===== src/rtl/lsu_mem_ctrl.sv =====
`default_nettype none
// ============================================================================
// Module   : lsu_mem_ctrl
// Brief    : MEM-stage load/store control: alignment check, lane mask/data
//            build, single-shot cache request, load extension, watchdog abort.
// Revision : 1.0 - initial release
// ============================================================================
module lsu_mem_ctrl #(
    parameter int ADDR_W      = 32,
    parameter int DATA_W      = 32,
    parameter int TIMEOUT_CYC = 1024,
    parameter int CNT_W       = 11
) (
    input  logic              clk,
    input  logic              rst,
    input  logic              mem_req_i,
    input  logic              mem_we_i,
    input  logic [1:0]        mem_size_i,
    input  logic              mem_unsigned_i,
    input  logic [ADDR_W-1:0] mem_addr_i,
    input  logic [DATA_W-1:0] mem_wdata_i,
    output logic              cpu_rd_req_o,
    output logic              cpu_wr_req_o,
    output logic [ADDR_W-1:0] cpu_addr_o,
    output logic [DATA_W-1:0] cpu_wr_data_o,
    output logic [3:0]        cpu_wr_en_o,
    input  logic [DATA_W-1:0] cpu_rd_data_i,
    input  logic              cache_stall_i,
    output logic              lsu_stall_o,
    output logic              lsu_done_o,
    output logic [DATA_W-1:0] lsu_rdata_o,
    output logic              misalign_o,
    output logic              bus_err_o
);

    localparam logic [CNT_W-1:0] c_cnt_last = CNT_W'(TIMEOUT_CYC - 1);

    typedef enum logic [1:0] {
        S_IDLE = 2'd0,
        S_REQ  = 2'd1,
        S_WAIT = 2'd2,
        S_DONE = 2'd3
    } state_t;

    state_t           r_state;
    logic [CNT_W-1:0] r_cnt;
    logic             r_we;
    logic [1:0]       r_size;
    logic             r_unsigned;
    logic [1:0]       r_off;

    logic              w_illegal;
    logic              w_accept;
    logic [3:0]        w_mask;
    logic [DATA_W-1:0] w_wdata;
    logic [7:0]        w_byte;
    logic [15:0]       w_half;
    logic [DATA_W-1:0] w_load;

    always_comb begin
        w_illegal = 1'b0;
        w_mask    = 4'b0000;
        w_wdata   = '0;
        case (mem_size_i)
            2'b00: begin
                w_mask  = 4'b0001 << mem_addr_i[1:0];
                w_wdata = {4{mem_wdata_i[7:0]}};
            end
            2'b01: begin
                w_illegal = mem_addr_i[0];
                w_mask    = 4'b0011 << {mem_addr_i[1], 1'b0};
                w_wdata   = {2{mem_wdata_i[15:0]}};
            end
            2'b10: begin
                w_illegal = (mem_addr_i[1:0] != 2'b00);
                w_mask    = 4'b1111;
                w_wdata   = mem_wdata_i;
            end
            default: w_illegal = 1'b1;
        endcase
        // Loads never touch the write lanes.
        if (!mem_we_i) begin
            w_mask  = 4'b0000;
            w_wdata = '0;
        end
    end

    assign w_accept    = (r_state == S_IDLE) && mem_req_i && !w_illegal;
    assign lsu_stall_o = (r_state == S_REQ) || (r_state == S_WAIT) || w_accept;

    always_comb begin
        w_byte = 8'h00;
        case (r_off)
            2'd0:    w_byte = cpu_rd_data_i[7:0];
            2'd1:    w_byte = cpu_rd_data_i[15:8];
            2'd2:    w_byte = cpu_rd_data_i[23:16];
            default: w_byte = cpu_rd_data_i[31:24];
        endcase
        w_half = r_off[1] ? cpu_rd_data_i[31:16] : cpu_rd_data_i[15:0];
        case (r_size)
            2'b00:   w_load = {{24{~r_unsigned & w_byte[7]}}, w_byte};
            2'b01:   w_load = {{16{~r_unsigned & w_half[15]}}, w_half};
            default: w_load = cpu_rd_data_i;
        endcase
    end

    always_ff @(posedge clk or posedge rst) begin
        if (rst) begin
            r_state       <= S_IDLE;
            r_cnt         <= '0;
            r_we          <= 1'b0;
            r_size        <= 2'b00;
            r_unsigned    <= 1'b0;
            r_off         <= 2'b00;
            cpu_rd_req_o  <= 1'b0;
            cpu_wr_req_o  <= 1'b0;
            cpu_addr_o    <= '0;
            cpu_wr_data_o <= '0;
            cpu_wr_en_o   <= 4'b0000;
            lsu_done_o    <= 1'b0;
            lsu_rdata_o   <= '0;
            misalign_o    <= 1'b0;
            bus_err_o     <= 1'b0;
        end else begin
            cpu_rd_req_o <= 1'b0;
            cpu_wr_req_o <= 1'b0;
            lsu_done_o   <= 1'b0;
            misalign_o   <= 1'b0;
            bus_err_o    <= 1'b0;
            case (r_state)
                S_IDLE: begin
                    if (mem_req_i) begin
                        if (w_illegal) begin
                            misalign_o <= 1'b1;
                        end else begin
                            r_we          <= mem_we_i;
                            r_size        <= mem_size_i;
                            r_unsigned    <= mem_unsigned_i;
                            r_off         <= mem_addr_i[1:0];
                            cpu_addr_o    <= {mem_addr_i[ADDR_W-1:2], 2'b00};
                            cpu_wr_en_o   <= w_mask;
                            cpu_wr_data_o <= w_wdata;
                            cpu_rd_req_o  <= !mem_we_i;
                            cpu_wr_req_o  <= mem_we_i;
                            r_state       <= S_REQ;
                        end
                    end
                end
                S_REQ: begin
                    r_cnt   <= '0;
                    r_state <= S_WAIT;
                end
                S_WAIT: begin
                    if (cache_stall_i) begin
                        if (r_cnt == c_cnt_last) begin
                            bus_err_o     <= 1'b1;
                            cpu_addr_o    <= '0;
                            cpu_wr_en_o   <= 4'b0000;
                            cpu_wr_data_o <= '0;
                            r_state       <= S_IDLE;
                        end else begin
                            r_cnt <= r_cnt + 1'b1;
                        end
                    end else begin
                        lsu_rdata_o <= r_we ? '0 : w_load;
                        lsu_done_o  <= 1'b1;
                        r_state     <= S_DONE;
                    end
                end
                default: begin
                    cpu_addr_o    <= '0;
                    cpu_wr_en_o   <= 4'b0000;
                    cpu_wr_data_o <= '0;
                    lsu_rdata_o   <= '0;
                    r_state       <= S_IDLE;
                end
            endcase
        end
    end

endmodule
`default_nettype wire


===== config.mk =====
export PLATFORM = sky130hd
export DESIGN_NAME = lsu_mem_ctrl
export DESIGN_NICKNAME = d
export VERILOG_FILES = /design/src/rtl/lsu_mem_ctrl.sv
export SDC_FILE = /design/constraint.sdc
export NUM_CORES = 1
export LEC_CHECK = 0
export CAP_MARGIN = 10
export CORE_ASPECT_RATIO = 0.5
export CORE_MARGIN = 2
export CORE_UTILIZATION = 42
export DETAILED_ROUTE_END_ITERATION = 6
export PLACE_DENSITY = 0.77
export SYNTH_ARGS = -nofsm -noshare
export SYNTH_HDL_FRONTEND = slang
export SYNTH_SLANG_ARGS = --single-unit

===== constraint.sdc =====
create_clock -name clk -period 3.95 [get_ports clk]
set_clock_uncertainty 0.05 [all_clocks]
set_input_delay 0.79 -clock clk [delete_from_list [all_inputs] [get_ports clk]]
set_output_delay 0.79 -clock clk [all_outputs]
set_load 0.05 [all_outputs]

Word-level counts from Yosys, hierarchy flattened
Cells that the tools add are included.
W data, S select, Z words.
Storage, ports and cells
  flip-flop bits (word level): 124
  output and inout port bits: 106
  word-level logic and storage cells: 103
Cells by class
  add/sub/neg operators: 1
  equality and inequality tests: 15
  shift-type cells: 2
  mux-type cells: 46
  bitwise logic cells: 6
  reductions and logical operators: 18
Operator list (count)
  $mux W32: 9
  $pmux W32 S3: 3
  $pmux W32 S2: 2
  $pmux W4 S3: 2
  $pmux W8 S3: 1
  $mux W11: 2
  $pmux W11 S2: 1
  $mux W4: 5
  $mux W16: 1
  $mux W1: 14
  $add A11 B1 Y11 const B: 1
  $eq A11 B10 Y1 const B: 1
  $ne A2 B2 Y1 const B: 5
  $reduce_and A3 Y1: 3
  $eq A2 B1 Y1 const B: 4
  $logic_not A2 Y1: 4
  $mux W2: 4
  $eq A2 B2 Y1 const B: 3
  $pmux W2 S3: 1
  $reduce_and A5 Y1: 1
  $not A1 Y1: 4
  $reduce_bool A2 Y1: 2
  $shl A1 B2 Y4 const A: 1
  $shl A2 B2 Y4 const A: 1
  9 further kinds: 13

Logic depth before layout (Yosys ltp)
  depth after elaboration: 7
  gate-level depth with buffers: 9
  mapped depth without buffers: 6

Worst setup path before layout
OpenSTA, ideal clock, no wires.
  kind: input-to-output
  start: in mem_size_i[0]
  end: out lsu_stall_o
  data arrival time: 1760 ps
  required time: 3110 ps
  slack: 1350 ps
  stages: 3
  buffers on the path: 0
  cell sequence: a21oi_1 o21bai_1 nand2b_1
On the way
  cells in the longest elaborated chain, start to end: 5
Ends and longest elaborated chain
  from (decl): line 18  | input logic [1:0] mem_size_i,
  $eq A2 B2 Y1 (tied with other cells): line 64  | case (mem_size_i)
  $pmux W1 S3 *: line 64
  $logic_not A1 Y1 *: line 88  | assign w_accept = (r_state == S_IDLE) && mem_req_i && !w_illegal;
  $logic_and A1 B1 Y1 *: line 88
  $logic_or A1 B1 Y1 *: line 89  | assign lsu_stall_o = (r_state == S_REQ) || (r_state == S_WAIT) || w_accept;
  to (decl): line 29  | output logic lsu_stall_o,
Mark *: on every way between the ends. The rest lies on a longest branch, timed or not.

Worst setup path in the final report
  start: reg r_state[0]
  end: out lsu_stall_o
On the way
  cells in the longest elaborated chain, start to end: 4
Ends and longest elaborated chain
  from (decl): line 45  | state_t r_state;
  from (signal assigned): line 109  | r_state <= S_IDLE;
  from (signal assigned): line 145  | r_state <= S_REQ;
  from (signal assigned): line 151  | r_state <= S_WAIT;
  $logic_not A2 Y1: line 88
  $logic_and A1 B1 Y1 (2 in series): line 88
  $logic_or A1 B1 Y1 *: line 89
Marked as above.

==> impl_metrics.py <==
metrics = {
    "status": {
        "outcome": "complete, no violations",
    },
    "clocking": {
        "postCtsHoldBufs": 0,
        "htree_levels": 4,
        "post_cts_resized": 0,
        "cts_root_buf": "clkbuf_16",
        "cts_buffers": 17,
        "clk_pin_slew_ps": 60,
        "post_cts_buffers": 0,
        "clock_path_buffers": 2,
        "cts.sinks": 122,
        "clkLatencyLatePin_ps": 390,
        "cts_tree": "done",
    },
    "critical_path": {
        "slowest_delay_ps": 440,
        "cp.arrival_ps": 2100,
        "required_ps": 3110,
        "crit_family": "buffers and inverters",
        "crit_slowest_cell": "dfrtp_1",
        "critPathCaptureType": "output pin",
        "path_common_cell": "buf_4",
        "rr_worst_depth": 7,
        "rr_endpoint": "lsu_rdata_o[10]",
        "critPathBufInv": 3,
        "path_max_fanout": 33,
        "setup.worst_path.class": "flip-flop to output pin",
        "rrSetupSlack_ps": 1200,
        "rr_startpoint": "r_state[0]",
        "cp-start-kind": "flip-flop",
        "critical_path.cell_chain": "inv_1 > ha_1 > buf_4 > nand2_1 > o21bai_1 > nand2b_1 > buf_4",
    },
    "pwr": {
        "power.internal_mw": 4.16,
        "p_seq_frac": 0.267,
        "p_leak_nw": 4.07,
        "finalPower_mw": 7.47,
        "switching_share": 0.444,
        "power.density_mw_per_mm2": 819,
        "combPwrFrac": 0.512,
        "ir_drop_mv": 0.407,
        "power.switching_mw": 3.32,
        "clock_power_share": 0.220,
    },
    "floorplan": {
        "core_area_mm2": 0.0145,
        "die_w_um": 177,
        "fp.dieH_um": 90.4,
        "rows": 31,
        "io_pins": 210,
        "fp.dieArea_mm2": 0.0160,
        "start_util": 0.432,
    },
    "min_path": {
        "worstHoldStart": "lsu_rdata_o[11]",
        "hold_class": "flip-flop to flip-flop",
        "hold_end": "lsu_rdata_o[11]",
        "hold_path_depth": 2,
    },
    "logic_synthesis": {
        "syn_avg_cell_area_um2": 10.5,
        "yosys-top-cells-area": "dfrtp_1 49%, mux2i_1 8.3%, mux2_2 7.0%",
        "syn-cell-area_mm2": 0.00627,
        "synth_edf_count": 0,
        "ys_ff_latch": 122,
        "yosysSeqAreaShare": 0.487,
        "synth_top_area_frac": 0.487,
        "async_reset_ff_frac": 1.00,
        "synth_largest_area_cell": "dfrtp_1",
        "synth_cell_types": 53,
        "ys.flop_type": "dfrtp_1",
        "yosysWarnings": 0,
        "synthCells": 597,
    },
    "routing": {
        "drt-total-wl_um": 17600,
        "drc": 0,
        "drt-wirelength-per-cell_um": 17.5,
        "antenna_left": 0,
        "drt_first_pass_iters": 5,
        "vias_per_cell": 5.30,
        "vias": 5351,
        "drt_iter0_drc": 247,
    },
    "grt": {
        "globalRoute.totalOverflow": 0,
        "grtUsageTotal": 0.225,
        "grt_max_degree": 40,
        "grt_pass1_vias": 5429,
        "grt_pass1_wl_um": 28500,
        "antenna_found_initial": 0,
    },
    "sta": {
        "fin_crit_sh": 0.744,
        "slew_headroom": 0.270,
        "rsz0062_at_grt": "false",
        "tns_ps": 0,
        "fin_crit_ps": 2940,
        "slew_viol_final": 0,
        "setup_viol": 0,
        "max_freq_ghz": 0.340,
        "tightest_slew_ps": 1090,
        "final-hold-violation-count": 0,
    },
    "cells_and_area": {
        "final_common_cell": "clkdlybuf4s50_1",
        "antenna_cells": 0,
        "syn_to_final_growth_pct": 45.7,
        "layout-drive-gt1-share": 0.116,
        "post-route-util": 0.629,
        "fin_cells": 1009,
        "nets": 907,
        "final_cell_mix": "206 x clkdlybuf4s50_1, 122 x dfrtp_1, 56 x nand2_1",
    },
    "flow_run": {
        "cap_violations": 0,
    },
    "placed_design": {
        "dp.cells": 977,
        "dp_hpwl_um": 12900,
        "routabilityCongestion": 0.862,
        "port_buffers": 207,
    },
}
==> worst max-delay path by stage <==
stage / startpoint / slack, ps / depth (start not counted) / endpoint
after floorplan: mem_size_i[0] / 1350 / 3 / lsu_stall_o
after global placement: mem_size_i[0] / 810 / 6 / cpu_wr_en_o[1]
after detailed placement: mem_size_i[0] / 720 / 6 / cpu_addr_o[13]
after CTS: r_state[0] / 1000 / 7 / lsu_stall_o
after global routing: r_state[0] / 890 / 7 / lsu_stall_o
final: r_state[0] / 1010 / 7 / lsu_stall_o
==> state kept, by name (all words and copies together), names as in the netlist <==
register / cells
bus_err_o: 1
cpu_addr_o: 30
cpu_rd_req_o: 1
cpu_wr_data_o: 32
cpu_wr_en_o: 4
cpu_wr_req_o: 1
lsu_done_o: 1
lsu_rdata_o: 32
misalign_o: 1
r_cnt: 11
r_off: 2
r_size: 2
r_state: 2
r_unsigned: 1
r_we: 1
==> power groups by stage <==
stage / Combinational, mW / Clock, mW / Sequential, mW
detailed placement: 3.83 / 0 / 2.01
global route: 4.06 / 1.74 / 2.05
finish: 3.83 / 1.65 / 2.00
floorplan: 1.62 / 0 / 3.05
CTS: 3.85 / 1.67 / 2.00
global placement: 3.77 / 0 / 2.00
==> cell usage after synthesis, drive strengths merged (5+ instances only) <==
library cell,count
dfrtp,122
nand2,56
mux2i,53
inv,52
mux2,39
nor2,32
o21ai,28
clkbuf,27
a21oi,23
a221o,17
a2bb2oi,16
buf,15
a211oi,14
nor2b,14
nor3,11
and3b,7
o21bai,7
a32o,6
nand3,6
o31ai,6
ha,5
nand2b,5
==> cells by family after synthesis <==
family / synth area share
other: 0.000598
XOR/XNOR: 0.00280
AO/OA/AOI/OAI: 0.153
buffers and inverters: 0.0673
multiplexers: 0.160
adder cells (fa/ha/maj): 0.00998
AND/OR/NAND/NOR: 0.119
flip-flops: 0.487
==> layout make-up <==
type / count / area [um^2]
Sequential cell: 122 / 3050
Tap cell: 198 / 248
Timing Repair Buffer: 223 / 2190
Inverter: 53 / 203
Multi-Input combinational cell: 381 / 2810
Fill cell: 1180 / 5380
Clock inverter: 11 / 169
Clock buffer: 21 / 460
==> tightest hold or removal path: cells and delay by family, from the launching register on <==
family	cells	cell delay, ps
flops	1	350
simple gates	1	50
compound gates	1	60
==> per-stage QoR <==
stage / hold slack [ps] / worst slack (ps) / cell area, um^2
after floorplan: 426 / 1350 / 6270
after global placement: 431 / 807 / 8500
after detailed placement: 426 / 723 / 8500
after CTS: 446 / 997 / 9130
after global routing: 461 / 886 / 9130
final: 448 / 1010 / 9130
==> routing by layer <==
layer / track usage / wire (um) / part of all wire / up-vias
met5: 0 / 0 / 0 / -
met4: 0.0751 / 420 / 0.024 / 0
met3: 0.0518 / 840 / 0.048 / 28
met2: 0.368 / 8770 / 0.50 / 160
met1: 0.295 / 7610 / 0.43 / 2640
li1: - / - / - / 2523
(Power assumes the default switching activity.)
